--- src/rtl/osc_monitor_pkg.sv ---
// Shared state encoding and default parameters for the oscillator monitor.
package osc_monitor_pkg;

  typedef enum logic [2:0] {
    IDLE    = 3'd0,
    ARM     = 3'd1,
    MEASURE = 3'd2,
    LOCKED  = 3'd3,
    STALLED = 3'd4
  } state_t;

  localparam int unsigned DEF_PER_W       = 8;
  localparam int unsigned DEF_CNT_W       = 16;
  localparam int unsigned DEF_STALL_LIMIT = 16;
  localparam int unsigned DEF_LOCK_COUNT  = 3;

endpackage

--- src/rtl/osc_edge_det.sv ---
// Registers y_in once and derives rise/fall/any-edge strobes against the previous sample.
module osc_edge_det (
  input  logic clk,
  input  logic rst,
  input  logic y_in,
  output logic rise,
  output logic fall,
  output logic any_edge
);

  logic y_q;

  // Reset loads the live input so the first cycle after reset never reports an edge.
  always_ff @(posedge clk) begin
    if (!rst) y_q <= y_in;
    else      y_q <= y_in;
  end

  assign rise     = y_in & ~y_q;
  assign fall     = ~y_in & y_q;
  assign any_edge = rise | fall;

endmodule

--- src/rtl/osc_monitor.sv ---
// Measures the rising-to-rising period of y_in and reports lock/stall status.
module osc_monitor
  import osc_monitor_pkg::*;
#(
  parameter int unsigned PER_W       = DEF_PER_W,
  parameter int unsigned CNT_W       = DEF_CNT_W,
  parameter int unsigned STALL_LIMIT = DEF_STALL_LIMIT,
  parameter int unsigned LOCK_COUNT  = DEF_LOCK_COUNT
) (
  input  logic             clk,
  input  logic             rst,
  input  logic             en,
  input  logic             y_in,
  output logic [PER_W-1:0] period,
  output logic             period_valid,
  output logic [CNT_W-1:0] edge_cnt,
  output logic             locked,
  output logic             stalled,
  output logic [2:0]       state
);

  localparam logic [PER_W-1:0] RUN_MAX   = '1;
  localparam logic [PER_W-1:0] STALL_LIM = PER_W'(STALL_LIMIT);
  localparam logic [3:0]       LOCK_N    = 4'(LOCK_COUNT);

  state_t           st;
  logic [PER_W-1:0] run_cnt;
  logic [PER_W-1:0] stall_cnt;
  logic [3:0]       match_cnt;

  logic             rise;
  logic             fall;
  logic             any_edge;

  logic [PER_W-1:0] stall_inc;
  logic             stall_hit;
  logic [3:0]       match_nxt;

  osc_edge_det u_edge (
    .clk      (clk),
    .rst      (rst),
    .y_in     (y_in),
    .rise     (rise),
    .fall     (fall),
    .any_edge (any_edge)
  );

  always_comb begin
    stall_inc = '0;
    stall_hit = 1'b0;
    match_nxt = '0;
    stall_inc = (stall_cnt == STALL_LIM) ? stall_cnt : stall_cnt + PER_W'(1);
    // An edge in the threshold cycle clears the counter, so it always beats the stall.
    stall_hit = !any_edge && (stall_inc == STALL_LIM);
    if (run_cnt == period)
      match_nxt = (match_cnt == LOCK_N) ? match_cnt : match_cnt + 4'd1;
  end

  always_ff @(posedge clk) begin
    if (!rst) begin
      st           <= IDLE;
      period       <= '0;
      period_valid <= 1'b0;
      edge_cnt     <= '0;
      locked       <= 1'b0;
      stalled      <= 1'b0;
      run_cnt      <= '0;
      stall_cnt    <= '0;
      match_cnt    <= '0;
    end else begin
      period_valid <= 1'b0;
      if (!en) begin
        st        <= IDLE;
        run_cnt   <= '0;
        stall_cnt <= '0;
        match_cnt <= '0;
        locked    <= 1'b0;
        stalled   <= 1'b0;
      end else begin
        if (rise)                 run_cnt <= PER_W'(1);
        else if (run_cnt != RUN_MAX) run_cnt <= run_cnt + PER_W'(1);

        if (any_edge) begin
          stall_cnt <= '0;
          if (st != IDLE) edge_cnt <= edge_cnt + CNT_W'(1);
        end else if (st == ARM || st == MEASURE || st == LOCKED) begin
          stall_cnt <= stall_inc;
        end

        unique case (st)
          IDLE: st <= ARM;
          ARM: begin
            if (rise) begin
              st <= MEASURE;
            end else if (stall_hit) begin
              st      <= STALLED;
              stalled <= 1'b1;
            end
          end
          // MEASURE and LOCKED share one path: a saturated match count means lock,
          // a cleared one (mismatch) falls back to MEASURE.
          MEASURE, LOCKED: begin
            if (rise) begin
              period       <= run_cnt;
              period_valid <= 1'b1;
              match_cnt    <= match_nxt;
              if (match_nxt == LOCK_N) begin
                st     <= LOCKED;
                locked <= 1'b1;
              end else begin
                st     <= MEASURE;
                locked <= 1'b0;
              end
            end else if (stall_hit) begin
              st      <= STALLED;
              stalled <= 1'b1;
              locked  <= 1'b0;
            end
          end
          STALLED: begin
            if (rise) begin
              st        <= MEASURE;
              stalled   <= 1'b0;
              match_cnt <= '0;
            end
          end
          default: st <= IDLE;
        endcase
      end
    end
  end

  assign state = st;

endmodule

--- config.mk ---
export PLATFORM = sky130hd
export DESIGN_NAME = osc_monitor
export DESIGN_NICKNAME = d
export VERILOG_FILES = /design/src/rtl/osc_monitor_pkg.sv /design/src/rtl/osc_edge_det.sv /design/src/rtl/osc_monitor.sv
export SDC_FILE = /design/constraint.sdc
export NUM_CORES = 1
export LEC_CHECK = 0
export CAP_MARGIN = 20
export CORE_MARGIN = 10
export CORE_UTILIZATION = 49
export CTS_CLUSTER_SIZE = 30
export DETAILED_ROUTE_END_ITERATION = 10
export HOLD_SLACK_MARGIN = 0.08
export PLACE_DENSITY = 0.75
export REMOVE_ABC_BUFFERS = 1
export SKIP_CTS_REPAIR_TIMING = 1
export SLEW_MARGIN = 20
export SYNTH_ARGS = -nofsm -noshare
export SYNTH_HDL_FRONTEND = slang
export SYNTH_SLANG_ARGS = --single-unit
--- constraint.sdc ---
create_clock -name clk -period 2.1 [get_ports clk]
set_clock_uncertainty 0.1 [all_clocks]
set_input_delay 0.42 -clock clk [delete_from_list [all_inputs] [get_ports clk]]
set_output_delay 0.42 -clock clk [all_outputs]
set_load 0.01 [all_outputs]
Yosys cells after proc, flatten, opt, wreduce, memory -nomap -nowiden
Index checks and enable logic that the tools add are counted.
Operators by class
  $add $sub $neg: 4
  $mul: 0
  divide/modulo/power cells: 0
  $lt $le $gt $ge: 0
  eq/ne operators: 14
  shifts and indexed selects: 0
  muxes and demuxes: 22
  bitwise gates (word level): 7
  reduce and logical (&&, ||, !) cells: 21
Operator list (number)
  16-bit by 1-bit adder with 16-bit output (second input constant): 1
  8-bit by 1-bit adder with 8-bit output (second input constant): 2
  8-bit by 5-bit == test with 1-bit output (second input constant): 2
  4-bit two-way mux: 4
  3-bit two-way mux: 4
  3-bit case mux with 4 select lines: 1
  3-bit AND reduction: 4
  1-bit two-way mux: 10
  3-bit OR reduction: 3
  4-bit by 2-bit == test with 1-bit output (second input constant): 2
  8-bit == test: 1
  8-bit two-way mux: 1
  8-bit != test (second input constant): 1
  4-bit case mux with 2 select lines: 1
  2-bit nonzero test: 4
  3-bit by 2-bit == test with 1-bit output (second input constant): 2
  2-bit by 1-bit != test with 1-bit output (second input constant): 3
  4-bit by 1-bit adder with 4-bit output (second input constant): 1
  1-bit NOT: 4
  2-bit AND reduction: 2
  4-bit AND reduction: 1
  3-bit by 1-bit == test with 1-bit output (second input constant): 1
  3-bit == test (second input constant): 1
  3-bit logical NOT: 1
  9 further kinds: 11
Word-level totals
  bits in registers: 51
  bits in latches: 0
  RAM bits: 0
  memory bits (read-only): 0
  input bits: 4
  logic and storage cells: 79
  memories: 0

Logic depth before layout (Yosys ltp)
Gate-level depths: netlist (run 1).
  depth in word-level cells: 8
  mapped depth: 9

Cells and area by module
Synthesis (run 1) repeated with hierarchy kept, for this count alone.
Unflattened totals
  cell total of the unflattened synthesis: 295
  area total of the unflattened synthesis: 2534.9 µm²
By module, submodules not included
  osc_monitor: instances 1, cells each 289, area an instance 2478.6 µm², sequential area each 1001.0 µm²
  osc_edge_det: instances 1, cells each 6, area an instance 56.3 µm², sequential area each 20.0 µm²

Worst setup path before layout (run 1)
OpenSTA, ideal clock, no wires.
  path kind: input port to flip-flop
  start: input port y_in
  end: register edge_cnt[13]
  arrival: 1.936 ns
  required time: 1.885 ns
  setup slack: -0.051 ns
  stages on the path: 8
  buffers on the path: 1
  cells stage by stage: ha_1 nor2b_1 or3b_1 clkbuf_1 nor3_2 nand3_1 xnor2_1 and2_1
On the way
  longest elaborated chain between the ends: 4
RTL lines
  start, declared: line osc_monitor.sv:13  | input logic y_in,
  1-bit NOT: line osc_edge_det.sv:20  | assign fall = ~y_in & y_q;
  1-bit bitwise AND: line osc_edge_det.sv:20
  1-bit OR *: line osc_edge_det.sv:21  | assign any_edge = rise | fall;
  3-bit AND reduction (no source line) *
  end signal, assigned: line osc_monitor.sv:85  | if (st != IDLE) edge_cnt <= edge_cnt + CNT_W'(1);
  end, declared: line osc_monitor.sv:16  | output logic [CNT_W-1:0] edge_cnt,
Mark *: on every way between the ends. The rest lies on a longest branch, timed or not.
A chain may end at the register's enable or synchronous reset.

Final worst setup path (run 1)
  start: register stall_cnt[1]
  end: register stalled
On the way
  longest elaborated chain between the ends: 6
RTL lines
  start, declared: line osc_monitor.sv:28  | logic [PER_W-1:0] stall_cnt;
  start signal, assigned: line osc_monitor.sv:87  | stall_cnt <= stall_inc;
  8-bit by 1-bit adder with 8-bit output or 8-bit by 5-bit == test with 1-bit output (tied branches): line osc_monitor.sv:52  | stall_inc = (stall_cnt == STALL_LIM) ? stall_cnt : stall_cnt + PER_W'(1);
  8-bit two-way mux *: line osc_monitor.sv:52
  8-bit by 5-bit == test with 1-bit output *: line osc_monitor.sv:54  | stall_hit = !any_edge && (stall_inc == STALL_LIM);
  1-bit logical AND *: line osc_monitor.sv:54
  2-bit by 1-bit != test with 1-bit output (no source line) *
  4-bit AND reduction (no source line) *
  end signal, assigned: line osc_monitor.sv:66  | stalled <= 1'b0;
  end signal, assigned: line osc_monitor.sv:78  | stalled <= 1'b0;
  end signal, assigned: line osc_monitor.sv:97  | stalled <= 1'b1;
  end, declared: line osc_monitor.sv:18  | output logic stalled,
Marked as above.

==> reports/results.ini, run 1 <==
[synth]
postSynth.asyncResetShare_pct = 0
synth_top_area_share_pct = 39.5
synth-seq-cells = 51
synth_largest_area_cell = dfxtp_1
syn_inst = 302
post_synth.cell_area_avg_um2 = 8.56
synth-main-ff-cell = dfxtp_1
yosysUniqueCellTypes = 50
synth.most_common_cell = dfxtp_1
synth_edf_count = 0
synth_area_leaders = dfxtp_1 40%, xor2_1 5.8%, nand2_1 5.2%, xnor2_1 4.1%, nor2_1 3.3%
synth_warnings = 0
seq_area_frac_synth_pct = 39.5
synth_common_cells = 51 x dfxtp_1, 36 x nand2_1, 23 x nor2_1
synth.cell_area_um2 = 2580

[worst_hold_path]
hp-class = primary input to flip-flop
min_from = y_in
hold_path_depth = 1
hold_end = u_edge.y_q$_DFF_P_

[pwr]
peakVddDrop_mv = 0.421
p_seq_share_pct = 59.2
finalPower_mw = 1.65
p_leak_nw = 1.34
p_int_mw = 1.26
p_sw_mw = 0.388
power_density_nw_per_um2 = 481
p_clk_share_pct = 34.1
swShare_pct = 23.5
p_comb_share_pct = 6.7

[placed_design]
io_buffers = 33
dpl_worst_slack_ns = -0.460
hpwl_mm = 4.55
post_dp_cell_area_um2 = 3240
gp_congestion = 0.829

[timing]
period_needed_ns = 2.18
max_clock_freq_mhz = 459
period_share_pct = 104
hold_viol = 0
worst_pin_slew_ns = 0.439
relSlewSlack_pct = 70.7
rsz0062_at_grt = true
setup_viol = 2
whs_ns = 0.192
slew_violations = 0
finalWorstSetupSlack_ns = -0.0774

[clock_tree]
htree_num_levels = 2
cts-root-buf = clkbuf_8
cts.sinks = 51
clk_latency_ns = 0.30
numCtsBuffers = 5
cts_tree = built
cts_buffer_depth = 2
clk_pin_slew_worst_paths_ns = 0.09

[cells_and_area]
layout.nets = 384
design_area_um2 = 3430
areaGrowthSynthToFinish_pct = 32.6
layout-drive-gt1-share_pct = 18.9
diodes = 0

[setup_path]
regToRegStartpoint = stall_cnt[1]$_SDFFE_PP0P_
ff2ff_setup_slack_ns = -0.08
endpoint_kind = flip-flop
worstRegToRegCells = 7
critPathRequiredTime_ns = 2.25
r2r_end = stalled$_SDFFE_PN0P_
critical_path_class = flip-flop to flip-flop
start_kind = flip-flop
worst_ep_arrival_time_ns = 2.33
path_max_fanout = 3

[status]
status = finished with violations
violations = setup timing

[floorplanning]
io_pins = 34
die_x_um = 92.6
die_height_um = 92.6
start_util_pct = 50.6
die_area_um2 = 8580
core-area_um2 = 5110
fp-row-count = 26

[global_routing]
antenna_found_initial = 0
grt_pass1_wl_mm = 10.0
grt.overflow.total = 0
grt_usage_pct = 13.9
grt_pass1_vias = 2223
grt_max_degree = 25

[detailed_routing]
viasPerCell = 5.30
num_vias = 2359
dr.pass1.iters = 4
ant_nets = 0
drc = 0
drt_iter0_markers = 91
wl_mm = 6.14
wl_per_cell_um = 13.8

[run]
cap_viol_max_count = 0

registers in the layout (all words and copies together), names as in the netlist:
| name | flops |
|---|---|
| period_valid | 1 |
| stalled | 1 |
| locked | 1 |
| edge_cnt | 16 |
| period | 8 |
| stall_cnt | 8 |
| state | 3 |
| run_cnt | 8 |
| u_edge.y_q | 1 |
| match_cnt | 4 |
logic make-up (layout without fill, tap and decap cells):
kind of cell / Yosys count / in the layout / share of synthesized area (%)
AOI/OAI and AO/OA: 54 / 54 / 14.7
xor gates and xnor gates: 29 / 29 / 9.83
adders and majority gates: 6 / 6 / 2.91
buffers and inverters: 17 / 90 / 2.86
DFF: 51 / 51 / 39.5
muxes: 3 / 3 / 1.21
and+or+nand+nor: 142 / 142 / 29.0
per-stage QoR:
stage	cells	TNS, ns	utilization (%)
after CTS	441	-0.656	64.9
after global routing	445	-0.442	67.1
after detailed placement	433	-4.28	63.4
after floorplan	293	-0.0126	-
final	445	-0.124	67.1
after global placement	433	-3.77	63.4
critical path, stage by stage, from the launching register on:
cell and delay, ns:
dfxtp_2 0.36, ha_4 0.17, xnor2_1 0.11, or3b_1 0.37, a211oi_2 0.30, nand4_1 0.23, o31ai_2 0.29, o2111a_1 0.20
layer usage:
metal	GRT usage [%]	up-vias	wire length, um
li1	-	1209	-
met1	16.1	1114	2780
met2	24.8	36	3110
met3	4.28	0	248
met4	2.31	0	0
met5	0	-	0
layout make-up:
cell class	count	area, um2
Fill cell	435	1680
Multi-Input combinational cell	234	1560
Sequential cell	51	1030
Timing Repair Buffer	74	643
Tap cell	70	87.6
Clock buffer	7	76.3
Inverter	8	30.0
Clock inverter	1	5.00
worst max-delay path by stage:
stage	end	from	slack [ns]	depth (start not counted)
3_5_place_dp	edge_cnt[13]$_SDFFE_PN0P_	y_in	-0.46	8
5_1_grt	stalled$_SDFFE_PN0P_	stall_cnt[1]$_SDFFE_PP0P_	-0.19	7
4_1_cts	edge_cnt[13]$_SDFFE_PN0P_	y_in	-0.14	8
2_1_floorplan	edge_cnt[13]$_SDFFE_PN0P_	y_in	-0.007	7
3_3_place_gp	edge_cnt[13]$_SDFFE_PN0P_	y_in	-0.44	8
6_report	stalled$_SDFFE_PN0P_	stall_cnt[1]$_SDFFE_PP0P_	-0.08	7
power by group through the flow:
stage          sequential, mW  clock [mW]  combinational [mW]
4_1_cts                 0.977       0.577               0.102
3_3_place_gp            0.999           0               0.101
6_report                0.976       0.562               0.110
3_5_place_dp            0.999           0               0.102
5_1_grt                 0.977       0.612               0.120
2_1_floorplan            1.00           0              0.0481
cells in the final DEF (no fill, tap or decap), drive strengths merged, types with 4 or more instances in the layout:
cell type	n
nand3	15
clkbuf	7
clkdlybuf4s50	31
a21oi	8
inv	8
or3	8
dfxtp	51
o21ai	15
a21boi	13
nand4	5
xor2	17
nand2	36
nor3	13
ha	6
nor4	4
and2	10
and3	5
nor2b	8
nor2	24
buf	41
xnor2	12
(Power assumes the default switching activity.)
==> run 2: changes to the inputs <==
CELL_PAD_IN_SITES_DETAIL_PLACEMENT = 0   (was unset)
CELL_PAD_IN_SITES_GLOBAL_PLACEMENT = 1   (was unset)
CORE_UTILIZATION = 37   (was 49)
PLACE_DENSITY = unset   (was 0.75)
PLACE_DENSITY_LB_ADDON = 0.1   (was unset)
==> run 2 against run 1 <==
The run still ends with setup timing left. Setup slack lost 0.012 ns. Die area grew 25%. Combinational power grew 12%. Worst hold slack gained 0.0058 ns. Largest cell class unchanged.
==> reports/results.ini, run 2 (synthesis results as in run 1) <==
[setup_path]
crit_chain = buf_6, inv_2, ha_2, nand4bb_1, or2_0, o2111a_1, buf_4, a41oi_2, nand2_1, a211oi_2
path_max_fanout = 4  ; +1
slowest_delay_ns = 0.35  ; -0.02 ns
path_depth = 10  ; +3
start_kind = flip-flop
critPathRequiredTime_ns = 2.23  ; -0.02 ns
cp_top_family = compound AO/OA/AOI/OAI gates
ff2ff_setup_slack_ns = -0.09  ; about the same
worstRegToRegCells = 10  ; +3
critical_path_class = flip-flop to flip-flop
worst_ep_arrival_time_ns = 2.32  ; about the same
endpoint_kind = flip-flop
path_buf_inv = 3  ; +3
crit_path_top_delay_cell = dfxtp_2

[clock_tree]
cts_tree = built
htree_num_levels = 2  ; unchanged
numCtsBuffers = 5  ; unchanged
clk_pin_slew_worst_paths_ns = 0.09  ; about the same
cts.sinks = 51  ; unchanged
clk_latency_ns = 0.31  ; about the same
cts-root-buf = clkbuf_8
cts_buffer_depth = 2  ; unchanged

[floorplanning]
io_pins = 34  ; unchanged
fp-row-count = 30  ; +15%
die_x_um = 104  ; +12%
die_area_um2 = 10700  ; +25%
die_height_um = 104  ; +12%
start_util_pct = 38.0  ; -13 points
core-area_um2 = 6790  ; +33%

[detailed_routing]
drt_iter0_markers = 51  ; -44%
num_vias = 2338  ; -0.89%
viasPerCell = 4.81  ; -9.3%
dr.pass1.iters = 4  ; unchanged
ant_nets = 0  ; unchanged
wl_per_cell_um = 13.1  ; -5.2%
wl_mm = 6.35  ; +3.5%
drc = 0  ; unchanged

[status]
violations = setup timing
status = finished with violations

[timing]
rsz0062_at_grt = true
worst_pin_slew_ns = 0.442  ; +0.00285 ns
relSlewSlack_pct = 70.3  ; -0.39 points
max_clock_freq_mhz = 457  ; -0.56%
setup_viol = 3  ; +1
slew_violations = 0  ; unchanged
period_needed_ns = 2.19  ; +0.0123 ns
period_share_pct = 104  ; +0.59 points
hold_viol = 0  ; unchanged
finalWorstSetupSlack_ns = -0.0897  ; -0.0123 ns
whs_ns = 0.197  ; +0.00579 ns

[global_routing]
grt_usage_pct = 11.8  ; -2.1 points
grt_pass1_vias = 2278  ; +2.5%
grt.overflow.total = 0  ; unchanged
antenna_found_initial = 0  ; unchanged
grt_max_degree = 20  ; -20%
grt_pass1_wl_mm = 10.9  ; +8.9%

[placed_design]
hpwl_mm = 4.81  ; +5.6%
gp_congestion = 0.804  ; -3.0%
io_buffers = 33  ; unchanged
post_dp_cell_area_um2 = 3390  ; +4.6%

[cells_and_area]
layout.nets = 399  ; +3.9%
regMostFlops = edge_cnt
diodes = 0  ; unchanged
design_area_um2 = 3590  ; +4.7%
areaGrowthSynthToFinish_pct = 38.9
largest_reg_flops = 16  ; unchanged
layout-drive-gt1-share_pct = 21.8  ; +2.9 points
final_common_cell = buf_4
final_cell_mix = 54 x buf_4, 48 x dfxtp_1, 36 x nand2_1

[pwr]
p_leak_nw = 1.42  ; +5.9%
power_density_nw_per_um2 = 463  ; -3.7%
peakVddDrop_mv = 0.244  ; -42%
finalPower_mw = 1.66  ; +0.83%

[worst_hold_path]
hp-class = primary input to flip-flop
hold_path_depth = 1  ; unchanged

[run]
cap_viol_max_count = 0  ; unchanged

==> run 2: changes by cell type in the layout (fill, tap and decap cells not counted), sizes merged <==
cell	previous run	this run
buf	41	56
clkbuf	7	6
clkinvlp	0	1
==> run 2: through the flow <==
| stage | setup TNS (ns) | utilization, % | worst slack (ns) | std cells |
|---|---|---|---|---|
| 5_1_grt | -0.687 | 52.8 | -0.212 | 486 |
| 4_1_cts | -0.791 | 51.1 | -0.168 | 481 |
| 3_3_place_gp | -4.17 | 49.8 | -0.440 | 473 |
| 2_1_floorplan | -0.0126 | - | -0.00729 | 293 |
| 3_5_place_dp | -5.01 | 49.8 | -0.491 | 473 |
| 6_report | -0.194 | 52.8 | -0.0897 | 486 |
==> run 2: final cells by class <==
class                      instances  area, um2
clock buffer                       6       72.6
clock inverter                     2       12.5
fill                             659       3210
inverter                           8       30.0
multi-input combinational        234       1550
sequential                        51       1030
tap                               96        120
timing repair buffer              89        772
==> run 2: power breakdown <==
group	leakage [nW]	switching [mW]	internal, mW
registers	0.413	0.00446	0.971
clock network	0.0412	0.330	0.234
logic	0.964	0.0591	0.0635
==> run 2: final timing paths <==
path / startpoint / endpoint
worst max-delay path: stall_cnt[0]$_SDFFE_PP0P_ / state[0]$_SDFFE_PN0P_
worst min-delay path: y_in / u_edge.y_q$_DFF_P_
worst min register to register: locked$_SDFFE_PN0P_ / locked$_SDFFE_PN0P_
worst max register to register: stall_cnt[0]$_SDFFE_PP0P_ / state[0]$_SDFFE_PN0P_
==> run 2: layer usage <==
metal  track usage (%)  part of all wire [%]  vias to the layer above
li1                  -                     -                     1228
met1              14.8                    47                     1074
met4              4.44                   1.6                        0
met3              3.10                   3.3                       11
met2              18.9                    48                       25
met5                 0                     0                        -
==> run 3: changes to the inputs <==
SLEW_MARGIN = unset   (was 20)
==> results of run 3 <==
The final DEF is identical to that of run 2; final timing and power are the same.
